`config.mk`:
```
export PLATFORM = sky130hd
export DESIGN_NAME = fp_norm_round
export DESIGN_NICKNAME = d
export VERILOG_FILES = /design/src/rtl/fp_pkg.sv /design/src/rtl/fp_lzc27.sv /design/src/rtl/fp_norm_round.sv
export SDC_FILE = /design/constraint.sdc
export NUM_CORES = 1
export LEC_CHECK = 0
export BUFFER_PORTS_ARGS = -buffer_cell sky130_fd_sc_hd__buf_4
export CAP_MARGIN = 10
export CORE_MARGIN = 3
export CORE_UTILIZATION = 30
export DETAILED_ROUTE_END_ITERATION = 16
export HOLD_SLACK_MARGIN = 0.03
export SLEW_MARGIN = 15
export SYNTH_ARGS = -nofsm -noshare
export SYNTH_HDL_FRONTEND = slang
export SYNTH_SLANG_ARGS = --single-unit
```
`constraint.sdc`:
```
create_clock -name clk -period 10.9 [get_ports clk]
set_clock_uncertainty 0.2 [all_clocks]
set_input_delay 0.545 -clock clk [delete_from_list [all_inputs] [get_ports clk]]
set_output_delay 0.545 -clock clk [all_outputs]
set_load 0.1 [all_outputs]
```
`src/rtl/fp_pkg.sv`:
```
// rtl/fp_pkg.sv - shared FP32 field widths, constants and flag bit positions
package fp_pkg;

   localparam int EXP_W   = 8;
   localparam int FRAC_W  = 23;
   localparam int BIAS    = 127;
   localparam int EXP_MAX = 2 * BIAS + 1;

   localparam logic [31:0] FP32_POS_INF = 32'h7F80_0000;
   localparam logic [31:0] FP32_ZERO    = 32'h0000_0000;

   // out_flags = {overflow, underflow, inexact, zero}
   localparam int FLAG_OVF  = 3;
   localparam int FLAG_UDF  = 2;
   localparam int FLAG_INX  = 1;
   localparam int FLAG_ZERO = 0;

endpackage

```
`src/rtl/fp_lzc27.sv`:
```
// rtl/fp_lzc27.sv - combinational 27-bit leading-zero counter, 27 for all-zero
module fp_lzc27 (
   input  logic [26:0] data,
   output logic [4:0]  count
);

   // Ascending scan: the last hit is the most significant set bit.
   always_comb begin
      count = 5'd27;
      for (int i = 0; i < 27; i++) begin
         if (data[i]) count = 5'(26 - i);
      end
   end

endmodule

```
`src/rtl/fp_norm_round.sv`:
```
// rtl/fp_norm_round.sv - FP32 adder normalise/round-to-nearest-even/pack, 2-stage pipeline
// Optional: FP_FLUSH_TO_ZERO_EN replaces denormal results by signed zero.
module fp_norm_round #(
   parameter int EXP_W  = fp_pkg::EXP_W,
   parameter int FRAC_W = fp_pkg::FRAC_W
) (
   input  logic                    clk,
   input  logic                    rst,
   input  logic                    in_valid,
   output logic                    in_ready,
   input  logic                    in_sign,
   input  logic [EXP_W-1:0]        in_exp,
   input  logic [FRAC_W+4:0]       in_sum,
   input  logic                    in_sticky,
   output logic                    out_valid,
   input  logic                    out_ready,
   output logic [EXP_W+FRAC_W:0]   out_result,
   output logic [3:0]              out_flags
);
   import fp_pkg::*;

   localparam int M_W = FRAC_W + 4;
   localparam int P_W = EXP_W + FRAC_W + 1;

   logic              s1_valid, s2_adv;
   logic              s1_sign, s1_zero;
   logic [EXP_W:0]    s1_exp;
   logic [M_W-1:0]    s1_mant;

   logic [M_W:0]      sum_s;
   logic [4:0]        lz;
   logic [EXP_W-1:0]  shift_max, shift_amt;
   logic [M_W-1:0]    n_mant;
   logic [EXP_W:0]    n_exp;

   logic              l_bit, g_bit, rs_bit, inc, inexact;
   logic [FRAC_W+1:0] rnd;
   logic [EXP_W:0]    r_exp;
   logic [P_W-1:0]    r_result;
   logic [3:0]        r_flags;

   assign sum_s = {in_sum[M_W:1], in_sum[0] | in_sticky};

   fp_lzc27 u_lzc (
      .data  (sum_s[M_W-1:0]),
      .count (lz)
   );

   // Left shift is capped so the exponent never drops below 1; a missing hidden bit then marks a denormal.
   always_comb begin
      shift_max = (in_exp == '0) ? '0 : in_exp - EXP_W'(1);
      shift_amt = (EXP_W'(lz) < shift_max) ? EXP_W'(lz) : shift_max;
      if (sum_s[M_W]) begin
         n_mant = {sum_s[M_W:2], sum_s[1] | sum_s[0]};
         n_exp  = {1'b0, in_exp} + (EXP_W+1)'(1);
      end else begin
         n_mant = sum_s[M_W-1:0] << shift_amt;
         n_exp  = {1'b0, in_exp} - {1'b0, shift_amt};
      end
      if (!n_mant[M_W-1]) n_exp = '0;
   end

   always_comb begin
      l_bit   = s1_mant[3];
      g_bit   = s1_mant[2];
      rs_bit  = s1_mant[1] | s1_mant[0];
      inexact = g_bit | rs_bit;
      inc     = g_bit & (rs_bit | l_bit);
      rnd     = {1'b0, s1_mant[M_W-1:3]} + (FRAC_W+2)'(inc);
      // Carry past the hidden bit leaves the fraction at zero by construction.
      if (rnd[FRAC_W+1])
         r_exp = s1_exp + (EXP_W+1)'(1);
      else if (s1_exp == '0 && rnd[FRAC_W])
         r_exp = (EXP_W+1)'(1);
      else
         r_exp = s1_exp;
      r_flags  = '0;
      r_result = {s1_sign, r_exp[EXP_W-1:0], rnd[FRAC_W-1:0]};
      if (s1_zero) begin
         r_result           = {s1_sign, FP32_ZERO[P_W-2:0]};
         r_flags[FLAG_ZERO] = 1'b1;
      end else if (r_exp >= (EXP_W+1)'(EXP_MAX)) begin
         r_result          = {s1_sign, FP32_POS_INF[P_W-2:0]};
         r_flags[FLAG_OVF] = 1'b1;
         r_flags[FLAG_INX] = 1'b1;
      end else begin
         r_flags[FLAG_INX] = inexact;
`ifdef FP_FLUSH_TO_ZERO_EN
         if (r_exp == '0) begin
            r_result           = {s1_sign, FP32_ZERO[P_W-2:0]};
            r_flags[FLAG_UDF]  = 1'b1;
            r_flags[FLAG_INX]  = 1'b1;
            r_flags[FLAG_ZERO] = 1'b1;
         end
`else
         r_flags[FLAG_UDF]  = (r_exp == '0) && inexact;
         r_flags[FLAG_ZERO] = (r_result[P_W-2:0] == '0);
`endif
      end
   end

   assign s2_adv   = !out_valid || out_ready;
   assign in_ready = !s1_valid || s2_adv;

   always_ff @(posedge clk or posedge rst) begin
      if (rst) begin
         s1_valid   <= 1'b0;
         s1_sign    <= 1'b0;
         s1_zero    <= 1'b0;
         s1_exp     <= '0;
         s1_mant    <= '0;
         out_valid  <= 1'b0;
         out_result <= FP32_ZERO[P_W-1:0];
         out_flags  <= '0;
      end else begin
         if (in_ready) s1_valid <= in_valid;
         if (in_valid && in_ready) begin
            s1_sign <= in_sign;
            s1_zero <= (in_sum == '0);
            s1_exp  <= n_exp;
            s1_mant <= n_mant;
         end
         if (s2_adv) begin
            out_valid <= s1_valid;
            if (s1_valid) begin
               out_result <= r_result;
               out_flags  <= r_flags;
            end
         end
      end
   end

endmodule
```
* After elaboration in Yosys (flattened, before gate mapping) *
Index checks and enable logic that the tools add are counted.

cells by class
  add/subtract/negate cells = 5
  order comparisons = 2
  shift operators = 1
  multiplexer cells = 42
  bitwise operators = 6
  reduce and logical (&&, ||, !) cells = 13

operators with widths
  operator                                                                             count
  5-bit two-way mux                                                                    16
  31-bit two-way mux                                                                   2
  9-bit two-way mux                                                                    4
  4-bit two-way mux                                                                    8
  31-bit zero test                                                                     1
  28-bit zero test                                                                     1
  27-bit two-way mux                                                                   1
  27-bit by 8-bit left shift with 27-bit output                                        1
  24-bit by 1-bit adder with 25-bit output                                             1
  9-bit zero test                                                                      2
  8-bit two-way mux                                                                    2
  8-bit by 1-bit adder with 9-bit output, second input constant                        1
  9-bit by 1-bit adder with 9-bit output, second input constant                        1
  9-bit by 8-bit greater-or-equal comparator with 1-bit output, second input constant  1
  8-bit by 8-bit subtractor with 9-bit output                                          1
  8-bit zero test                                                                      1
  5-bit by 8-bit less-than comparator with 1-bit output                                1
  8-bit by 1-bit subtractor with 8-bit output, second input constant                   1
  1-bit two-way mux                                                                    6
  1-bit OR                                                                             5
  2-bit two-way mux                                                                    2
  1-bit logical AND                                                                    3
  3-bit two-way mux                                                                    1
  1-bit zero test                                                                      2
  3 further kinds                                                                      4

word-level totals
  register bits = 76

* Depth between registers and ports, before layout *
  depth after elaboration = 33
  depth in mapped cells = 30
  mapped depth without buffers = 28

* Modules after synthesis *
From an unflattened synthesis, not the netlist that was laid out.

unflattened totals
  cells, all modules = 814
  area total of the unflattened synthesis = 6647.6 um^2

modules (own cells, without submodules)
  module         times used  cells an instance  area each (um^2)  sequential area each (um^2)
  fp_norm_round  1           763                6369.9            1901.8
  fp_lzc27       1           51                 277.8             0.0

* Worst setup path after synthesis *
No wires, ideal clock.

  path kind = in2reg
  from = in in_sum[3]
  to = reg s1_exp[8]
  setup time = 0.077 ns
  data arrival time = 5.654 ns
  setup slack = 4.969 ns
  stages = 28
  cells stage by stage = buf_2 or4_1 or4b_1 a21oi_1 ha_1 a21o_1 a21oi_1 a22oi_1 o2bb2ai_1 nand3_1 o21ai_4 inv_4 buf_2 buf_2 ha_1 xnor2_1 nor2_1 ha_1 nor2b_1 o21ai_0 nand2b_1 a21oi_1 o21bai_1 a21o_1 a21oi_1 xnor2_1 nand2_1 a21oi_1

between the ends
  longest elaborated chain between the ends = 29

RTL lines
  item                                                                                                          RTL line                                  source
  from (decl)                                                                                                   fp_norm_round.sv:13                       input logic [FRAC_W+4:0] in_sum,
  4-bit two-way mux (8 in a row)                                                                                fp_lzc27.sv:11                            if (data[i]) count = 5'(26 - i);
  5-bit two-way mux (16 in a row)                                                                               fp_lzc27.sv:11
  5-bit by 8-bit less-than comparator with 1-bit output                                                         fp_norm_round.sv:52                       shift_amt = (EXP_W'(lz) < shift_max) ? EXP_W'(lz) : shift_max;
  8-bit two-way mux                                                                                             fp_norm_round.sv:52
  8-bit by 8-bit subtractor with 9-bit output or 27-bit by 8-bit left shift with 27-bit output (tied branches)  fp_norm_round.sv:58, fp_norm_round.sv:57
  9-bit two-way mux or 27-bit two-way mux (tied branches)                                                       fp_norm_round.sv:53                       if (sum_s[M_W]) begin
  9-bit two-way mux *                                                                                           fp_norm_round.sv:60                       if (!n_mant[M_W-1]) n_exp = '0;
  to (signal assigned)                                                                                          fp_norm_round.sv:120                      s1_exp <= n_exp;
  to (decl)                                                                                                     fp_norm_round.sv:27                       logic [EXP_W:0] s1_exp;

Mark *: on every way between the ends. The rest lies on a longest branch, timed or not.
A chain may end at the register's enable or synchronous reset.

* Final worst setup path *
  from = in in_sum[4]
  to = reg s1_exp[8]

between the ends
  longest elaborated chain between the ends = 28

RTL lines
  item                                                                                                          RTL line
  4-bit two-way mux (7 in a row)                                                                                fp_lzc27.sv:11
  5-bit two-way mux (16 in a row)                                                                               fp_lzc27.sv:11
  5-bit by 8-bit less-than comparator with 1-bit output                                                         fp_norm_round.sv:52
  8-bit two-way mux                                                                                             fp_norm_round.sv:52
  8-bit by 8-bit subtractor with 9-bit output or 27-bit by 8-bit left shift with 27-bit output (tied branches)  fp_norm_round.sv:58, fp_norm_round.sv:57
  9-bit two-way mux or 27-bit two-way mux (tied branches)                                                       fp_norm_round.sv:53
  9-bit two-way mux *                                                                                           fp_norm_round.sv:60

Marked as above.

==> impl_table.tex <==
\begin{tabular}{lr}
\hline
Metric & Value \\
\hline
\multicolumn{2}{l}{\textbf{Outcome}} \\
Result of the run & complete, no violations \\
\multicolumn{2}{l}{\textbf{Floorplanning}} \\
Core ar. & approximately 22000 µm² \\
I/O pins & 80 \\
Floorplan die height & between 150 and 200 µm \\
Floorplan row count & 54 \\
Die X & approximately 160 µm \\
Die Outline Area & around 25000 µm² \\
Initial core utilization & 0.311 \\
\multicolumn{2}{l}{\textbf{GRT}} \\
First-pass GRT wire length & 35.3 mm \\
Pin count of the biggest net entering global routing & 77 \\
Total routing usage reported by global routing & 0.178 \\
Initial antenna violation count & 0 \\
Sum of overflow across all layers after global routing & 0 \\
Vias in the first global route & 6226 \\
\multicolumn{2}{l}{\textbf{Logic synthesis}} \\
Synthesis warning total & 0 \\
Post-Syn Area & $\sim$6900 µm² \\
Average footprint of a synthesized cell & about 8.1 µm² \\
Synthesized netlist cell count & roughly 850 \\
Number of synthesized register bits & 76 \\
Number of enable flip-flop cells after synthesis & 0 \\
Async set-or-reset flop fraction in the synthesized netlist & 1.00 \\
Most used flip-flop cell after synthesis & sky130\_fd\_sc\_hd\_\_dfrtp\_1 \\
Part of the Yosys area used for sequential elements & 0.275 \\
Net Count, Synth & approximately 920 \\
Count of different cell masters after synthesis & 96 \\
\multicolumn{2}{l}{\textbf{Setup path}} \\
Buf+Inv Stages, Crit Path & 2 \\
Worst setup path category & in2reg \\
Crit-path most repeated cell & sky130\_fd\_sc\_hd\_\_a21oi\_1 \\
Peak per-stage delay on the critical path & roughly 0.61 ns \\
Total stage count of the critical path & 26 \\
Crit-path max FO & 15 \\
Largest delay share family, worst path & compound AO/OA/AOI/OAI gates \\
Library cell contributing the largest single delay on the critical path & sky130\_fd\_sc\_hd\_\_a21oi\_2 \\
Kind of start point of the critical path & input port \\
Minimum setup slack among reg-to-reg paths & 6.60 ns \\
R2r worst-path depth & 12 \\
CP Data Arrival Time & about 6.6 ns \\
Nature of the critical path endpoint & flip-flop \\
Required time reported for the critical path endpoint & roughly 11 ns \\
\multicolumn{2}{l}{\textbf{Timing}} \\
Total setup violations reported at the end of the flow & 0 \\
Setup TNS after final layout & 0 ns \\
Fin worst setup slack & 4.32 ns \\
Transition time at the pin with the least slew margin & between 1 and 1.5 ns \\
Final critical delay including setup and external delays & about 6.6 ns \\
Achievable clock frequency & roughly 150 MHz \\
Total count of max-transition violations in the final report & 0 \\
Share of the clock period used by the worst path & 0.604 \\
Setup repair after global routing missed its margin & no \\
Final Hold Vio Count & 0 \\
Worst-case headroom to the max-slew limit & 0.286 \\
\multicolumn{2}{l}{\textbf{Routing}} \\
Final antenna-violating net count & 0 \\
Vias/cell & about 5.6 \\
DR pass1 iterations & 6 \\
Detailed-route DRC error count & 0 \\
Vias & 6684 \\
DRT iter0 DRCs & 578 \\
Drt wl/cell & roughly 19 µm \\
Drt total wl & around 22 mm \\
\multicolumn{2}{l}{\textbf{Clocking}} \\
Clock-pin slew reported for the worst setup and hold paths after clock tree synthesis & 0.06 ns \\
Setup repair bufs after CTS & 0 \\
Number of hold buffers added after CTS & 0 \\
Clock tree from TritonCTS & done \\
Clock Sinks & 76 \\
H-tree depth & 3 \\
Resized cells post-CTS & 0 \\
Number of buffers added by the clock tree synthesis step & 9 \\
Cell at the root of the clock tree & sky130\_fd\_sc\_hd\_\_clkbuf\_16 \\
Worst-Skew Late Latency & around 0.34 ns \\
Maximum clock path buffer count & 2 \\
\multicolumn{2}{l}{\textbf{Pwr}} \\
Peak supply drop & between 0.1 and 0.15 mV \\
Tot Pwr & approximately 1.5 mW \\
Pwr/cell area & approximately 190 nW/µm² \\
Total leakage power & approximately 3.5 nW \\
\multicolumn{2}{l}{\textbf{Cells and area}} \\
\# diodes & 0 \\
Nets@finish & 962 \\
Finished Cell Area & approximately 8000 µm² \\
Area growth syn-to-layout & 16.2\% \\
Proportion of layout cells with a drive suffix above 1 & 0.200 \\
\multicolumn{2}{l}{\textbf{Place}} \\
Dpl cell area & approximately 7700 µm² \\
RePlAce Congestion & 0.971 \\
Post-Place Worst Slack & about 4 ns \\
Number of port buffers & 79 \\
Hpwl dp & 17.0 mm \\
\multicolumn{2}{l}{\textbf{Hold path}} \\
Type of the tightest min-delay check & in2reg \\
Number of cells on the worst hold path & 3 \\
\multicolumn{2}{l}{\textbf{Job}} \\
Count of max-cap constraint violations & 0 \\
\hline
\end{tabular}
-- report_power, final --
group	switching (mW)	internal, mW	total, mW
combinational	0.524	0.196	0.720
clock	0.110	0.253	0.363
sequential	0.0654	0.348	0.414
-- through the flow --
step	hold slack, ns	std cells	utilization
2_1_floorplan	0.242	854	-
3_3_place_gp	0.259	1170	0.345
3_5_place_dp	0.268	1170	0.345
4_1_cts	0.194	1186	0.362
5_1_grt	0.222	1186	0.362
6_report	0.210	1186	0.362
-- cell usage in the layout, fill, tap and decap left out, types with 4 or more instances in the layout --
cell type / netlist / routed
sky130_fd_sc_hd__a2111oi_0: 4 / 4
sky130_fd_sc_hd__a211o_1: 8 / 8
sky130_fd_sc_hd__a211oi_1: 17 / 17
sky130_fd_sc_hd__a21o_1: 16 / 16
sky130_fd_sc_hd__a21oi_1: 62 / 62
sky130_fd_sc_hd__a21oi_2: 4 / 4
sky130_fd_sc_hd__a221oi_1: 7 / 7
sky130_fd_sc_hd__a22oi_1: 15 / 15
sky130_fd_sc_hd__a31oi_1: 16 / 16
sky130_fd_sc_hd__and2_1: 7 / 7
sky130_fd_sc_hd__and3_1: 5 / 5
sky130_fd_sc_hd__buf_4: 0 / 88
sky130_fd_sc_hd__bufinv_16: 0 / 4
sky130_fd_sc_hd__clkbuf_16: 0 / 9
sky130_fd_sc_hd__dfrtp_1: 76 / 76
sky130_fd_sc_hd__ha_1: 18 / 18
sky130_fd_sc_hd__inv_1: 22 / 21
sky130_fd_sc_hd__mux2_2: 7 / 7
sky130_fd_sc_hd__mux2i_1: 19 / 19
sky130_fd_sc_hd__mux4_2: 7 / 7
sky130_fd_sc_hd__nand2_1: 120 / 120
sky130_fd_sc_hd__nand2b_1: 8 / 8
sky130_fd_sc_hd__nand3_1: 29 / 29
sky130_fd_sc_hd__nand3b_1: 6 / 6
sky130_fd_sc_hd__nand4_1: 8 / 8
sky130_fd_sc_hd__nor2_1: 71 / 71
sky130_fd_sc_hd__nor2b_1: 4 / 4
sky130_fd_sc_hd__nor3_1: 30 / 30
sky130_fd_sc_hd__nor4_1: 13 / 13
sky130_fd_sc_hd__o211a_1: 4 / 4
sky130_fd_sc_hd__o21ai_0: 29 / 29
sky130_fd_sc_hd__o21ai_1: 6 / 6
sky130_fd_sc_hd__o21ai_2: 20 / 20
sky130_fd_sc_hd__o22ai_1: 8 / 8
sky130_fd_sc_hd__o31ai_1: 4 / 4
sky130_fd_sc_hd__or3_1: 4 / 4
sky130_fd_sc_hd__or4_1: 4 / 4
sky130_fd_sc_hd__xnor2_1: 19 / 19
sky130_fd_sc_hd__xor2_1: 22 / 22
-- kinds of logic (layout without fill, tap and decap cells) --
group                    after synthesis  in the layout  synth area share
buffers and inverters                 79            131            0.0519
AND/OR/NAND/NOR                      340            340             0.247
AO/OA/AOI/OAI                        265            265             0.275
XOR/XNOR                              41             41            0.0519
adder cells (fa/ha/maj)               19             19            0.0354
flip-flops                            76             76             0.275
multiplexers                          34             34            0.0638
-- synth_stat cells, types with 5 or more instances --
library cell	count	share of area
sky130_fd_sc_hd__mux2_2	7	0.011
sky130_fd_sc_hd__buf_2	15	0.011
sky130_fd_sc_hd__mux4_2	7	0.023
sky130_fd_sc_hd__ha_1	18	0.033
sky130_fd_sc_hd__a31oi_1	16	0.014
sky130_fd_sc_hd__dfrtp_1	76	0.27
sky130_fd_sc_hd__mux2i_1	19	0.027
sky130_fd_sc_hd__clkbuf_1	32	0.017
sky130_fd_sc_hd__and2_1	7	0.0063
sky130_fd_sc_hd__o22ai_1	8	0.0072
sky130_fd_sc_hd__o21ai_2	20	0.025
sky130_fd_sc_hd__nand2b_1	8	0.0072
sky130_fd_sc_hd__a211oi_1	17	0.018
sky130_fd_sc_hd__a221oi_1	7	0.0089
sky130_fd_sc_hd__o21ai_0	29	0.021
sky130_fd_sc_hd__nand2_1	120	0.065
sky130_fd_sc_hd__nor4_1	13	0.012
sky130_fd_sc_hd__nand4_1	8	0.0072
sky130_fd_sc_hd__a22oi_1	15	0.016
sky130_fd_sc_hd__xor2_1	22	0.028
sky130_fd_sc_hd__nand3_1	29	0.021
sky130_fd_sc_hd__a21o_1	16	0.017
sky130_fd_sc_hd__nor3_1	30	0.022
sky130_fd_sc_hd__a211o_1	8	0.010
sky130_fd_sc_hd__nor2_1	71	0.039
sky130_fd_sc_hd__o21ai_1	6	0.0043
sky130_fd_sc_hd__inv_1	22	0.012
sky130_fd_sc_hd__xnor2_1	19	0.024
sky130_fd_sc_hd__and3_1	5	0.0045
sky130_fd_sc_hd__a21oi_1	62	0.045
sky130_fd_sc_hd__nand3b_1	6	0.0065
-- layer usage --
metal  routed length [µm]  global-route usage
met5                    0                   0
met4                  357              0.0471
met3                 1500              0.0202
met2                 9430               0.265
met1                10900               0.270
-- final timing paths --
kind | from | end
max | in_sum[4] | s1_exp[8]
min | in_sign | s1_sign
max reg2reg | s1_mant[2] | out_flags[0]
min reg2reg | out_flags[1] | out_flags[1]
max in group asynchronous | rst | s1_exp[1]
min in group asynchronous | rst | out_result[29]
-- layout make-up --
| type | count | area (µm²) |
|---|---|---|
| Fill cell | 2313 | 14200 |
| Multi-Input combinational cell | 699 | 4660 |
| Timing Repair Buffer | 88 | 661 |
| Sequential cell | 76 | 1900 |
| Tap cell | 280 | 350 |
| Clock buffer | 12 | 246 |
| Clock inverter | 4 | 120 |
| Inverter | 27 | 104 |
-- worst reg2reg max path, cell delays in order (launching register included) --
cell and delay (ns):
sky130_fd_sc_hd__dfrtp_1 0.41, sky130_fd_sc_hd__and2_1 0.17, sky130_fd_sc_hd__ha_1 0.18, sky130_fd_sc_hd__and3_1 0.21
sky130_fd_sc_hd__nand3_2 0.13, sky130_fd_sc_hd__or3_1 0.64, sky130_fd_sc_hd__nor2_8 0.24, sky130_fd_sc_hd__nand4_1 0.13
sky130_fd_sc_hd__xor2_1 0.50, sky130_fd_sc_hd__nand2_1 0.15, sky130_fd_sc_hd__or4_4 0.57, sky130_fd_sc_hd__or4_1 0.54
sky130_fd_sc_hd__a21oi_1 0.15
-- sequential cells by signal (all words and copies together) (netlist names) --
| register | flops |
|---|---|
| s1_mant | 27 |
| out_valid | 1 |
| s1_zero | 1 |
| out_result | 32 |
| s1_valid | 1 |
| out_flags | 4 |
| s1_sign | 1 |
| s1_exp | 9 |
Power figures use the tool's default switching activity.
